`src/rtl/n_reg_serializer.sv`:
```
// Parallel-in/serial-out reader for an N-bit register word: captures D on an
// accepted Load and shifts it out one bit per CLOCK, with stall and zero-gap chaining.
module n_reg_serializer #(
  parameter int N         = 8,
  parameter bit MSB_FIRST = 1'b1
) (
  input  logic         CLOCK,
  input  logic         nClear,
  input  logic         Load,
  input  logic [N-1:0] D,
  input  logic         Stall,
  output logic         Ready,
  output logic         SerOut,
  output logic         SerValid,
  output logic         Last
);

  localparam int CW = $clog2(N);
  localparam logic [CW-1:0] CNT_ZERO = CW'(0);
  localparam logic [CW-1:0] CNT_ONE  = CW'(1);
  localparam logic [CW-1:0] CNT_MAX  = CW'(N - 1);

  typedef enum logic {
    IDLE  = 1'b0,
    SHIFT = 1'b1
  } state_t;

  state_t         state_r, state_nxt_s;
  logic [N-1:0]   sr_r, sr_nxt_s, sr_shift_s;
  logic [CW-1:0]  cnt_r, cnt_nxt_s;
  logic           accept_s;

  // Output decode from registered state; Stall reaches only Ready.
  always_comb begin
    SerValid = (state_r == SHIFT);
    Last     = SerValid && (cnt_r == CNT_ZERO);
    Ready    = !SerValid || (Last && !Stall);
    if (MSB_FIRST) begin
      SerOut = SerValid && sr_r[N-1];
    end else begin
      SerOut = SerValid && sr_r[0];
    end
  end

  // Shift toward the output end, zero-filling the vacated bit.
  always_comb begin
    if (MSB_FIRST) begin
      sr_shift_s = {sr_r[N-2:0], 1'b0};
    end else begin
      sr_shift_s = {1'b0, sr_r[N-1:1]};
    end
  end

  assign accept_s = Load && Ready;

  // Next-state logic: hold by default, accept/shift/finish per state.
  always_comb begin
    state_nxt_s = state_r;
    sr_nxt_s    = sr_r;
    cnt_nxt_s   = cnt_r;
    case (state_r)
      IDLE: begin
        if (accept_s) begin
          state_nxt_s = SHIFT;
          sr_nxt_s    = D;
          cnt_nxt_s   = CNT_MAX;
        end else begin
          state_nxt_s = IDLE;
        end
      end
      SHIFT: begin
        if (Stall) begin
          state_nxt_s = SHIFT;
        end else if (cnt_r != CNT_ZERO) begin
          sr_nxt_s  = sr_shift_s;
          cnt_nxt_s = cnt_r - CNT_ONE;
        end else if (accept_s) begin
          // Chain the next word with no idle gap.
          sr_nxt_s  = D;
          cnt_nxt_s = CNT_MAX;
        end else begin
          state_nxt_s = IDLE;
        end
      end
      default: begin
        state_nxt_s = IDLE;
        sr_nxt_s    = {N{1'b0}};
        cnt_nxt_s   = CNT_ZERO;
      end
    endcase
  end

  // State register with asynchronous clear.
  always_ff @(posedge CLOCK or negedge nClear) begin
    if (!nClear) begin
      state_r <= IDLE;
      sr_r    <= {N{1'b0}};
      cnt_r   <= CNT_ZERO;
    end else begin
      state_r <= state_nxt_s;
      sr_r    <= sr_nxt_s;
      cnt_r   <= cnt_nxt_s;
    end
  end

endmodule

```
`config.mk`:
```
export PLATFORM = sky130hd
export DESIGN_NAME = n_reg_serializer
export DESIGN_NICKNAME = d
export VERILOG_FILES = /design/src/rtl/n_reg_serializer.sv
export SDC_FILE = /design/constraint.sdc
export NUM_CORES = 1
export LEC_CHECK = 0
export ABC_AREA = 1
export CORE_UTILIZATION = 40
export DETAILED_ROUTE_END_ITERATION = 8
export PLACE_DENSITY = 0.64
export SLEW_MARGIN = 10
export SYNTH_ARGS = -nofsm -noshare
export SYNTH_HDL_FRONTEND = slang
export SYNTH_SLANG_ARGS = --single-unit
```
`constraint.sdc`:
```
create_clock -name CLOCK -period 3.6 [get_ports CLOCK]
set_clock_uncertainty 0.15 [all_clocks]
set_input_delay 1.08 -clock CLOCK [delete_from_list [all_inputs] [get_ports CLOCK]]
set_output_delay 1.08 -clock CLOCK [all_outputs]
set_load 0.03 [all_outputs]
```
== Yosys cells after proc, flatten, opt, wreduce, memory -nomap -nowiden ==
Index checks and enable logic that the tools add are counted.
W data, S select, Z words.

* Flip-flop bits (word level): 12
* Latch bits: 0
* Bits in writable memories: 0
* Memory bits (read-only): 0
* Input bits: 12
* Memories kept: 0

* $add $sub $neg: 1
* Multiply operators: 0
* Div/mod/pow operators: 0
* Order comparisons: 0
* Equal/unequal tests: 1
* Shift-type cells: 0
* Mux-type cells: 12
* Bitwise logic cells: 1
* Reductions and logical operators: 9

{| class="wikitable"
|+ Operator list
! cell !! number
|-
| $mux W8 || 3
|-
| $pmux W8 S2 || 1
|-
| $mux W3 || 3
|-
| $pmux W3 S2 || 1
|-
| $logic_and A1 B1 Y1 || 4
|-
| $logic_not A3 Y1 || 1
|-
| $mux W1 || 3
|-
| $reduce_bool A3 Y1 || 1
|-
| $sub A3 B1 Y3 const B || 1
|-
| $logic_not A1 Y1 || 2
|-
| $ne A2 B2 Y1 const B || 1
|-
| $pmux W1 S2 || 1
|-
| $logic_or A1 B1 Y1 || 1
|-
| $not A1 Y1 || 1
|}

== Depth between registers and ports, before layout ==
* Depth after elaboration: 9
* Depth in mapped cells: 9

== Least setup slack after synthesis ==
OpenSTA, ideal clock, no wires.

* Path kind: input-to-output
* Start point: in Stall
* End point: out Ready
* Data arrival time: 1.753 ns
* Required time: 2.370 ns
* Path slack: 0.617 ns
* Cell stages on the path: 3
* Cell sequence: nand2_2 inv_1 nor2_1

* Word-level cells in the longest chain between the ends: 3

{| class="wikitable"
|+ Ends and longest elaborated chain
! element !! line !! RTL
|-
| start, declared || 11 || <nowiki>input logic Stall,</nowiki>
|-
| $logic_not A1 Y1 || 37 || <nowiki>Ready = !SerValid || (Last && !Stall);</nowiki>
|-
| $logic_and A1 B1 Y1 || 37 ||
|-
| $logic_or A1 B1 Y1 || 37 ||
|-
| end, declared || 12 || <nowiki>output logic Ready,</nowiki>
|}

Every way passes these cells.

== Final worst setup path ==
Ends and elaborated chain as after synthesis.

==> flow_summary.yaml <==
global_route:
  grt_first_pass_wirelength_mm: 2.16
  antenna_found_initial: 0
  use_met1_pct: 18.9
  grtUsageMet2_pct: 25.9
  grt_max_degree: 19
  overflow: 0
  busiest_layer: "met2"
  use_met3_pct: 2.45
  grtUsageTotal_pct: 15.0
  grt_pass1_vias: 520
setup_path:
  critPathLaunch: "Stall"
  critical_path_required_ns: 2.37
  crit-reg2reg-launch: "cnt_r[0]"
  critPathKind: "in2out"
  worstPathArrival_ns: 2.05
  r2r_cells: 7
  crit_end: "Ready"
  reg2reg_slack_ns: 2.04
  critical_path.max_fanout: 3
  critPathCaptureType: "output pin"
  r2r_end: "sr_r[1]"
  startpoint_type: "primary input"
clocking:
  clockBufferDepth: 2
  clk_latency_ns: 0.27
  cts_root_buffer: "clkbuf_4"
  hold_buffers: 0
  cts_sinks: 12
  cts.clk_slew.worst_paths_ns: 0.08
  htreeDepth: 1
  postCtsSetupBuffers: 0
  cts_tree: "done"
  cts_buffers: 3
  cts_resized: 0
floorplan:
  core-area_um2: 1580
  ios: 16
  start_util_pct: 44.8
  die_x_um: 44.0
  fp.dieH_um: 44.0
  row_count: 14
  dieArea_um2: 1940
power:
  p_leak_nw: 0.445
  p_clk_share_pct: 18.3
  finalPower_w: 0.000601
  swShare_pct: 38.2
  sequentialPowerShare_pct: 35.5
  switchingPower_w: 0.000230
  p_int_w: 0.000372
  p_per_area_nw_per_um2: 682
  combPwrFrac_pct: 46.2
  ir_drop_mv: 0.280
layout:
  diodes: 0
  syn2layout_area_growth_pct: 24.8
  final_common_cell: "inv_1"
  final_core_util_pct: 56.0
  final_cell_mix: "inv_1 (16), nand2_1 (15), clkdlybuf4s50_1 (14)"
  drive_gt1_share_pct: 16.2
  nNetsFinal: 120
logic_synthesis:
  synth_area_leaders: "dfrtp_1 (42%), inv_1 (8.5%), nand2_1 (8.0%)"
  ys_seq_area_share_pct: 42.5
  ys_warn_count: 0
  yosysTopAreaCell: "dfrtp_1"
  synth_seq_cells: 12
  netlist_area_um2: 707
  syn-instance-count: 88
  syn_avg_cell_area_um2: 8.03
  netlist.area_leader.share_pct: 42.5
  ys_types: 18
  synth_nets: 102
place:
  hpwl_um: 896
  place_ws_ns: 0.329
  gp_congestion: 0.716
  port_buffers: 15
run:
  max_cap_viol_count: 0
timing:
  slew_viol_final: 0
  hold_viol_final: 0
  setup_ws_ns: 0.316
  setup_tns_ns: 0
  setup-violations-final: 0
  hold_ws_ns: 0.356
  period_needed_ns: 3.28
  rsz0062_at_grt: "false"
  fmax_mhz: 305
  slew_headroom_pct: 63.2
  period_share_pct: 91.2
  tightest_slew_ns: 0.550
routing:
  drt_iter0_drc: 8
  vias_per_cell: 4.83
  wirelength_mm: 1.25
  drc: 0
  ant_nets: 0
  wire_per_inst_um: 10.3
  dr.pass1.iters: 6
  vias: 584
run_status:
  status: "complete, no violations"
min_path:
  hp-class: "reg2reg"
## critical path: stages
cell	delay (ns)
clkdlybuf4s50_1	0.45
nand2_2	0.08
inv_1	0.07
nor2_1	0.18
buf_4	0.19
## synth_stat cells
cell / number
inv_1: 16
nand2_1: 15
dfrtp_1: 12
nor2_1: 9
a21oi_1: 8
nand4_1: 7
or2_2: 6
buf_6: 2
ha_1: 2
nand2_2: 2
o21ai_0: 2
a21oi_4: 1
a22oi_1: 1
clkbuf_8: 1
nand2_4: 1
nand3_1: 1
nor2_2: 1
o21ai_1: 1
## per-stage QoR
step,std cells,area (um^2)
floorplan,88,707
CTS,121,882
global placement,117,846
detailed placement,117,846
finish,121,882
global route,121,882
## cell families (layout without fill, tap and decap cells)
group | after synthesis | count (layout) | synth area share, %
AND/OR/NAND/NOR | 42 | 42 | 29.2
buffers and inverters | 19 | 36 | 13.6
AO/OA/AOI/OAI | 13 | 13 | 11.2
flip-flops | 12 | 12 | 42.5
adder cells (fa/ha/maj) | 2 | 2 | 3.54
## state kept, by name, summed over array words and instances, names as in the netlist
signal	flops
sr_r	8
cnt_r	3
SerValid	1
## metal layers
layer / vias up / wire [um]
met4: 0 / 6
li1: 309 / -
met3: 2 / 35
met5: - / 0
met1: 262 / 585
met2: 11 / 623
## cell type report
class | instances | area [um^2]
fill | 145 | 694
inverter | 16 | 60.1
clock buffer | 4 | 36.3
sequential | 12 | 300
tap | 16 | 20.0
multi-input combinational | 57 | 310
timing repair buffer | 16 | 155
## worst min-delay path by stage
stage                     slack [ns]  cells after the start        to  startpoint
after floorplan                 0.31                      2  cnt_r[2]    cnt_r[2]
after global placement          0.33                      2  cnt_r[2]    cnt_r[2]
after detailed placement        0.34                      2  cnt_r[2]    cnt_r[2]
after CTS                       0.36                      2  cnt_r[2]    cnt_r[2]
after global routing            0.38                      2  cnt_r[2]    cnt_r[2]
final                           0.36                      2  cnt_r[2]    cnt_r[2]
## power groups by stage
stage	sequential, W	combinational (W)	clock (W)
final	0.000214	0.000278	0.000110
after CTS	0.000214	0.000282	0.000111
after floorplan	0.000214	0.000219	0
after global routing	0.000220	0.000313	0.000116
after global placement	0.000215	0.000276	0
after detailed placement	0.000217	0.000281	0
(Power assumes the default switching activity.)
